[src/rtl/cybercobra_io_pkg.sv]
// cybercobra_io_pkg: shared 7-segment constants (hex font, digit count, blank code)
package cybercobra_io_pkg;
  localparam int NUM_DIGITS = 8;
  typedef logic [6:0] seg_t;
  localparam seg_t SEG_BLANK = 7'h7F;
  localparam seg_t SEG_LUT [16] = '{
    7'h40, 7'h79, 7'h24, 7'h30, 7'h19, 7'h12, 7'h02, 7'h78,
    7'h00, 7'h10, 7'h08, 7'h03, 7'h46, 7'h21, 7'h06, 7'h0E
  };
endpackage

[src/rtl/cybercobra_board_io_sw_debouncer.sv]
// sw_debouncer: 2-flop sync + whole-vector debounce; clk_i, rst_i, raw_i[WIDTH] in, sw_o[WIDTH] out
module sw_debouncer #(
  parameter int WIDTH  = 16,
  parameter int CYCLES = 4
) (
  input  logic             clk_i,
  input  logic             rst_i,
  input  logic [WIDTH-1:0] raw_i,
  output logic [WIDTH-1:0] sw_o
);
  localparam int CW = $clog2(CYCLES + 1);
  logic [WIDTH-1:0] s1, s2, prev;
  logic [CW-1:0] cnt;
  always_ff @(posedge clk_i) begin
    if (rst_i) begin
      s1   <= '0;
      s2   <= '0;
      prev <= '0;
      cnt  <= '0;
      sw_o <= '0;
    end else begin
      s1   <= raw_i;
      s2   <= s1;
      prev <= s2;
      if (s2 != prev) cnt <= '0;
      else if (s2 != sw_o) begin
        if (cnt == CW'(CYCLES - 1)) begin
          sw_o <= s2;
          cnt  <= '0;
        end else cnt <= cnt + 1'b1;
      end else cnt <= '0;
    end
  end
endmodule

[src/rtl/cybercobra_board_io.sv]
// cybercobra_board_io: debounced sw_o from sw_raw_i; value_i scanned onto 8-digit 7-seg (an_o, seg_o active-low)
module cybercobra_board_io
  import cybercobra_io_pkg::*;
#(
  parameter int DEBOUNCE_CYCLES = 4,
  parameter int SCAN_CYCLES     = 8,
  parameter int LZ_BLANK        = 1
) (
  input  logic        clk_i,
  input  logic        rst_i,
  input  logic [15:0] sw_raw_i,
  output logic [15:0] sw_o,
  input  logic [31:0] value_i,
  output logic [7:0]  an_o,
  output seg_t        seg_o
);
  localparam int SW = $clog2(SCAN_CYCLES);
  logic [SW-1:0] scan_cnt;
  logic [2:0] digit;
  logic [31:0] shadow;
  logic wrap, blank;
  logic [3:0] nib;
  sw_debouncer #(.WIDTH(16), .CYCLES(DEBOUNCE_CYCLES)) u_deb (
    .clk_i(clk_i),
    .rst_i(rst_i),
    .raw_i(sw_raw_i),
    .sw_o (sw_o)
  );
  always_comb begin
    wrap  = scan_cnt == SW'(SCAN_CYCLES - 1);
    nib   = shadow[{digit, 2'b00} +: 4];
    blank = LZ_BLANK != 0 && digit != 3'd0 && (shadow >> {digit, 2'b00}) == 32'd0;
  end
  always_ff @(posedge clk_i) begin
    if (rst_i) begin
      scan_cnt <= '0;
      digit    <= '0;
      shadow   <= '0;
      an_o     <= 8'hFF;
      seg_o    <= SEG_BLANK;
    end else begin
      scan_cnt <= wrap ? '0 : scan_cnt + 1'b1;
      if (wrap) digit <= digit + 3'd1;
      if (wrap && digit == 3'(NUM_DIGITS - 1)) shadow <= value_i;
      an_o  <= blank ? 8'hFF : ~(8'd1 << digit);
      seg_o <= blank ? SEG_BLANK : SEG_LUT[nib];
    end
  end
endmodule
[config.mk]
export PLATFORM = sky130hd
export DESIGN_NAME = cybercobra_board_io
export DESIGN_NICKNAME = d
export VERILOG_FILES = /design/src/rtl/cybercobra_io_pkg.sv /design/src/rtl/cybercobra_board_io_sw_debouncer.sv /design/src/rtl/cybercobra_board_io.sv
export SDC_FILE = /design/constraint.sdc
export NUM_CORES = 1
export LEC_CHECK = 0
export ABC_CLOCK_PERIOD_IN_PS = 3600
export CORE_ASPECT_RATIO = 1.2
export CORE_MARGIN = 2
export CORE_UTILIZATION = 50
export DETAILED_ROUTE_END_ITERATION = 16
export GPL_ROUTABILITY_DRIVEN = 0
export PLACE_DENSITY_LB_ADDON = 0.1
export SKIP_CTS_REPAIR_TIMING = 1
export SLEW_MARGIN = 40
export SYNTH_ARGS = -nofsm -noshare
export SYNTH_HDL_FRONTEND = slang
export SYNTH_SLANG_ARGS = --single-unit
export TNS_END_PERCENT = 10
[constraint.sdc]
create_clock -name clk_i -period 3.6 [get_ports clk_i]
set_clock_uncertainty 0.2 [all_clocks]
set_input_delay 0.36 -clock clk_i [delete_from_list [all_inputs] [get_ports clk_i]]
set_output_delay 0.36 -clock clk_i [all_outputs]
set_load 0.02 [all_outputs]
==> impl_metrics.json, run 1 <==
{
  "p_leak_uw": 0.00255,
  "ant_nets": 0,
  "post-route-period-util": 0.906,
  "hold_class": "flip-flop to flip-flop",
  "setup_violations": 0,
  "pin_count": 81,
  "syn_to_final_growth_pct": 31.5,
  "clkTransAtPathRegs_ns": 0.05,
  "drtIter0Drc": 124,
  "syn_avg_cell_area_sq_um": 9.71,
  "synth_nets": 562,
  "yosys.area.top_type_share": 0.498,
  "rsz0062_at_grt": "no",
  "finalHoldWorstSlack_ns": 0.223,
  "clock_latency_ns": 0.41,
  "grt_usage": 0.207,
  "post_synth_num_cell_types": 42,
  "drv_cap": 0,
  "cts_made_buffers": 17,
  "synthArstFlopShare": 0,
  "timing.final.hold_violations": 0,
  "portBuffers": 80,
  "grt_pass1_wl_um": 16800,
  "post_drt_via_cell_ratio": 5.06,
  "antenna_found_initial": 0,
  "hpwl_um": 6800,
  "yosysSeqAreaShare": 0.498,
  "via_count": 3601,
  "final_common_cell": "dfxtp_1",
  "nNetsFinal": 640,
  "synth_top_cell_by_area": "dfxtp_1",
  "final_cell_mix": "119 x dfxtp_1, 81 x nand2_1, 79 x clkdlybuf4s50_1, 48 x nor2b_1, 35 x nor2_1",
  "wl_met2_um": 5490,
  "met3WireLength_um": 456,
  "slew_headroom": 0.491,
  "wl_met1_um": 3930,
  "start_kind": "flip-flop",
  "clk_root_buffer_cell": "clkbuf_16",
  "syn_area_sq_um": 4830,
  "finalCriticalPeriod_ns": 3.26,
  "fmax_ghz": 0.307,
  "tightest_slew_ns": 0.763,
  "cts_tree": "built",
  "grt_start_max_net_pins": 108,
  "grt_pass1_vias": 3523,
  "wire_per_inst_um": 14.2,
  "finalWorstSetupSlack_ns": 0.338,
  "drt_first_pass_iters": 4,
  "placementRows": 39,
  "arrival_ns": 3.36,
  "synth_top_cells_by_area": "dfxtp_1 50%, nand2_1 6.4%, nor2b_1 6.2%",
  "crit_type": "flip-flop to flip-flop",
  "highest_layer": "met4",
  "synthFlopType": "dfxtp_1",
  "ys_ff_latch": 120,
  "pre_cts_ws_ns": 0.170,
  "setup_tns_ns": 0,
  "drc_errors": 0,
  "p_per_area_nw_per_um2": 519,
  "clk_path_buf_depth": 2,
  "end_kind": "flip-flop",
  "grt_overflow": 0,
  "drive_gt1_frac": 0.0918,
  "antenna_cells": 0,
  "die_w_um": 93.7,
  "die_h_um": 112,
  "worstPathRequired_ns": 3.70,
  "r2r_slack_ns": 0.34,
  "die_area_sq_um": 10500,
  "htree_levels": 4,
  "slew_violations": 0,
  "start_util": 0.510,
  "crit_fanout": 13,
  "core_sq_um": 9470,
  "ys_warn_count": 0,
  "ir_worst_vdd_uv": 405,
  "cts.sinks": 120,
  "drt_wl_total_um": 10100,
  "synth-edff-count": 0,
  "syn_inst": 497,
  "outcome": "completed"
}
==> metrics by stage <==
| stage | instances | util | power (uW) | instance area (sq um) |
|---|---|---|---|---|
| 2_1_floorplan | 497 | - | 1470 | 4830 |
| 3_3_place_gp | 679 | 0.603 | 1540 | 5710 |
| 3_5_place_dp | 679 | 0.604 | 1550 | 5720 |
| 4_1_cts | 711 | 0.671 | 3320 | 6350 |
| 5_1_grt | 711 | 0.671 | 3420 | 6350 |
| 6_report | 711 | 0.671 | 3300 | 6350 |
==> cell usage after synthesis, drive strengths merged (3+ instances only) <==
master / count
a211oi: 4
a21oi: 35
buf: 9
clkbuf: 18
dfxtp: 120
ha: 15
inv: 7
mux2i: 23
mux4: 9
nand2: 82
nand3: 6
nand4: 10
nor2: 35
nor2b: 48
nor3: 8
nor4: 10
o211ai: 3
o21ai: 3
o311ai: 3
xnor2: 17
xor2: 16
==> report_power, final <==
part           switching [uW]  leakage [uW]  internal (uW)
logic                    55.1       0.00127           88.3
registers                16.4      0.000979           1360
clock network             584      0.000303           1190
==> cells by family (layout without fill, tap and decap cells) <==
logic type      count (synthesis)  after routing  synth area share
simple gates                  208            208             0.208
flops                         120            120             0.498
compound gates                 55             55            0.0700
buf+inv                        34            125            0.0293
xor+xnor                       33             33            0.0599
mux                            32             32            0.0962
fa+ha+maj                      15             15            0.0389
==> worst max-delay path, stage by stage (launching register included) <==
cell,delay [ns]
dfxtp_2,0.51
mux4_1,0.62
nand2_1,0.09
nand2_1,0.13
inv_1,0.15
ha_1,0.24
o311ai_0,0.15
or4_4,0.51
nor3_2,0.25
a21oi_2,0.16
o311ai_0,0.14
==> final cells by class <==
type	instances	area, sq um
Clock inverter	11	171
Multi-Input combinational cell	343	2290
Clock buffer	21	460
Timing Repair Buffer	86	847
Tap cell	123	154
Inverter	7	26.3
Sequential cell	120	2400
Fill cell	766	3120
==> worst paths after layout <==
kind,from,to,cells past startpoint
max reg2reg,digit[0],seg_o[1],10
min reg2reg,scan_cnt[0],scan_cnt[0],1
max,digit[0],seg_o[1],10
min,scan_cnt[0],scan_cnt[0],1
==> state kept, by name, indices dropped and copies added (netlist names) <==
signal,flops
shadow,32
u_deb.prev,16
u_deb.s1,16
u_deb.s2,16
u_deb.sw_o,16
an_o,8
seg_o,7
digit,3
scan_cnt,3
u_deb.cnt,3
==> layer usage <==
| layer | vias to the layer above | GRT usage |
|---|---|---|
| li1 | 1838 | - |
| met1 | 1652 | 0.224 |
| met2 | 89 | 0.365 |
| met3 | 22 | 0.0697 |
| met4 | 0 | 0.0870 |
| met5 | - | 0 |
Note: power is estimated with default switching activity, not from simulation.
==> run 2, diff against run 1 <==
--- a/config.mk
+++ b/config.mk
@@ -9,6 +9,7 @@
 export CORE_ASPECT_RATIO = 1.2
 export CORE_MARGIN = 2
 export CORE_UTILIZATION = 50
+export CTS_BUF_LIST = sky130_fd_sc_hd__clkbuf_16
 export DETAILED_ROUTE_END_ITERATION = 16
 export GPL_ROUTABILITY_DRIVEN = 0
 export PLACE_DENSITY_LB_ADDON = 0.1
==> impl_metrics.json, run 2 (synthesis results as in run 1) <==
{
  "ir_worst_vdd_uv": 404,
  "die_w_um": 93.7,
  "cts_made_buffers": 17,
  "end_kind": "flip-flop",
  "drive_gt1_frac": 0.0884,
  "grt_pass1_wl_um": 16600,
  "grt_pass1_vias": 3512,
  "final_common_cell": "dfxtp_1",
  "slew_headroom": 0.481,
  "clock_latency_ns": 0.41,
  "post-route-period-util": 0.908,
  "pre_cts_ws_ns": 0.170,
  "nNetsFinal": 640,
  "r2r_slack_ns": 0.33,
  "crit_fanout": 13,
  "grt_overflow": 0,
  "arrival_ns": 3.41,
  "p_per_area_nw_per_um2": 512,
  "largest_reg_flops": 32,
  "hpwl_um": 6800,
  "finalHoldWorstSlack_ns": 0.223,
  "post_drt_via_cell_ratio": 5.07,
  "start_kind": "flip-flop",
  "design_area_sq_um": 6330,
  "worstPathRequired_ns": 3.74,
  "fmax_ghz": 0.306,
  "tightest_slew_ns": 0.778,
  "finalCriticalPeriod_ns": 3.27,
  "htree_levels": 4,
  "hold_class": "primary input to flip-flop",
  "die_area_sq_um": 10500,
  "clk_root_buffer_cell": "clkbuf_16",
  "critPathCapture": "seg_o[0]",
  "drt_wl_total_um": 9970,
  "crit_type": "flip-flop to flip-flop",
  "rsz0062_at_grt": "no",
  "setup_tns_ns": 0,
  "grt_start_max_net_pins": 108,
  "drtIter0Drc": 173,
  "clk_path_buf_depth": 2,
  "setup_violations": 0,
  "antenna_cells": 0,
  "cts_tree": "built",
  "die_h_um": 112,
  "wire_per_inst_um": 14.0,
  "syn_to_final_growth_pct": 31.1,
  "antenna_found_initial": 0,
  "reg2regPathDepth": 10,
  "placementRows": 39,
  "r2r_start": "digit[0]",
  "drc_errors": 0,
  "place_area_sq_um": 5720,
  "outcome": "completed",
  "crit_start": "digit[0]",
  "final_cell_mix": "119 x dfxtp_1, 81 x nand2_1, 79 x clkdlybuf4s50_1, 48 x nor2b_1, 35 x nor2_1",
  "pin_count": 81,
  "clkTransAtPathRegs_ns": 0.05,
  "p_leak_uw": 0.00255,
  "cts.sinks": 120,
  "start_util": 0.510,
  "grt_usage": 0.205,
  "drv_cap": 0,
  "drt_first_pass_iters": 4,
  "r2r-end": "seg_o[0]",
  "final_core_util": 0.669,
  "finalWorstSetupSlack_ns": 0.330,
  "ant_nets": 0,
  "slew_violations": 0,
  "core_sq_um": 9470,
  "portBuffers": 80,
  "top_register": "shadow",
  "via_count": 3608,
  "timing.final.hold_violations": 0
}
==> run 2: cell types whose count changed in the layout (fill, tap and decap cells not counted) <==
cell,change
clkbuf_1,-2
inv_1,+2
clkbuf_8,-2
clkinv_1,+2
==> run 2: per-layer routing <==
metal	vias to the layer above	global-route usage	share of wire
met5	-	0	0
met4	0	0.0889	0.021
met3	18	0.0656	0.046
met2	102	0.360	0.54
met1	1652	0.224	0.39
li1	1836	-	-
==> run 2: worst min path at each step <==
stage                     slack (ns)          from  cells after the start             to
after global routing            0.24  u_deb.s1[12]                      1   u_deb.s2[12]
after floorplan                 0.20  u_deb.cnt[0]                      1   u_deb.cnt[0]
after CTS                       0.22   scan_cnt[0]                      1    scan_cnt[0]
final                           0.22         rst_i                      2  u_deb.sw_o[5]
after detailed placement        0.22   scan_cnt[0]                      1    scan_cnt[0]
after global placement          0.21  u_deb.cnt[0]                      1   u_deb.cnt[0]
==> run 2: layout make-up <==
cell class / instances / area (sq um)
Fill cell: 772 / 3140
Sequential cell: 120 / 2400
Multi-Input combinational cell: 343 / 2290
Timing Repair Buffer: 86 / 847
Clock buffer: 17 / 425
Clock inverter: 15 / 186
Tap cell: 123 / 154
Inverter: 7 / 26.3
==> run 2: power breakdown <==
part | total [uW] | leakage, uW | switching (uW) | internal, uW
clock | 1720 | 0.000300 | 576 | 1150
combinational | 143 | 0.00127 | 54.9 | 88.3
sequential | 1380 | 0.000979 | 16.3 | 1360
==> run 2: per-stage QoR <==
step           cells  power [uW]
2_1_floorplan    497        1470
5_1_grt          711        3370
3_3_place_gp     679        1540
4_1_cts          711        3270
3_5_place_dp     679        1550
6_report         711        3240
==> run 2: worst max-delay path, stage by stage, from the launching register on <==
cell	delay, ns
dfxtp_2	0.51
mux4_1	0.62
nand2_1	0.09
nand2_1	0.13
inv_1	0.15
ha_1	0.24
o311ai_0	0.15
or4_4	0.51
nor3_2	0.24
a221o_1	0.23
a311o_1	0.13
==> run 3, diff against run 2 <==
--- a/config.mk
+++ b/config.mk
@@ -12,8 +12,10 @@
 export CTS_BUF_LIST = sky130_fd_sc_hd__clkbuf_16
 export DETAILED_ROUTE_END_ITERATION = 16
 export GPL_ROUTABILITY_DRIVEN = 0
+export HOLD_SLACK_MARGIN = 0.15
 export PLACE_DENSITY_LB_ADDON = 0.1
 export SKIP_CTS_REPAIR_TIMING = 1
+export SKIP_LAST_GASP = 1
 export SLEW_MARGIN = 40
 export SYNTH_ARGS = -nofsm -noshare
 export SYNTH_HDL_FRONTEND = slang
==> results of run 3 <==
No change in the layout: final DEF, timing and power equal those of run 2.
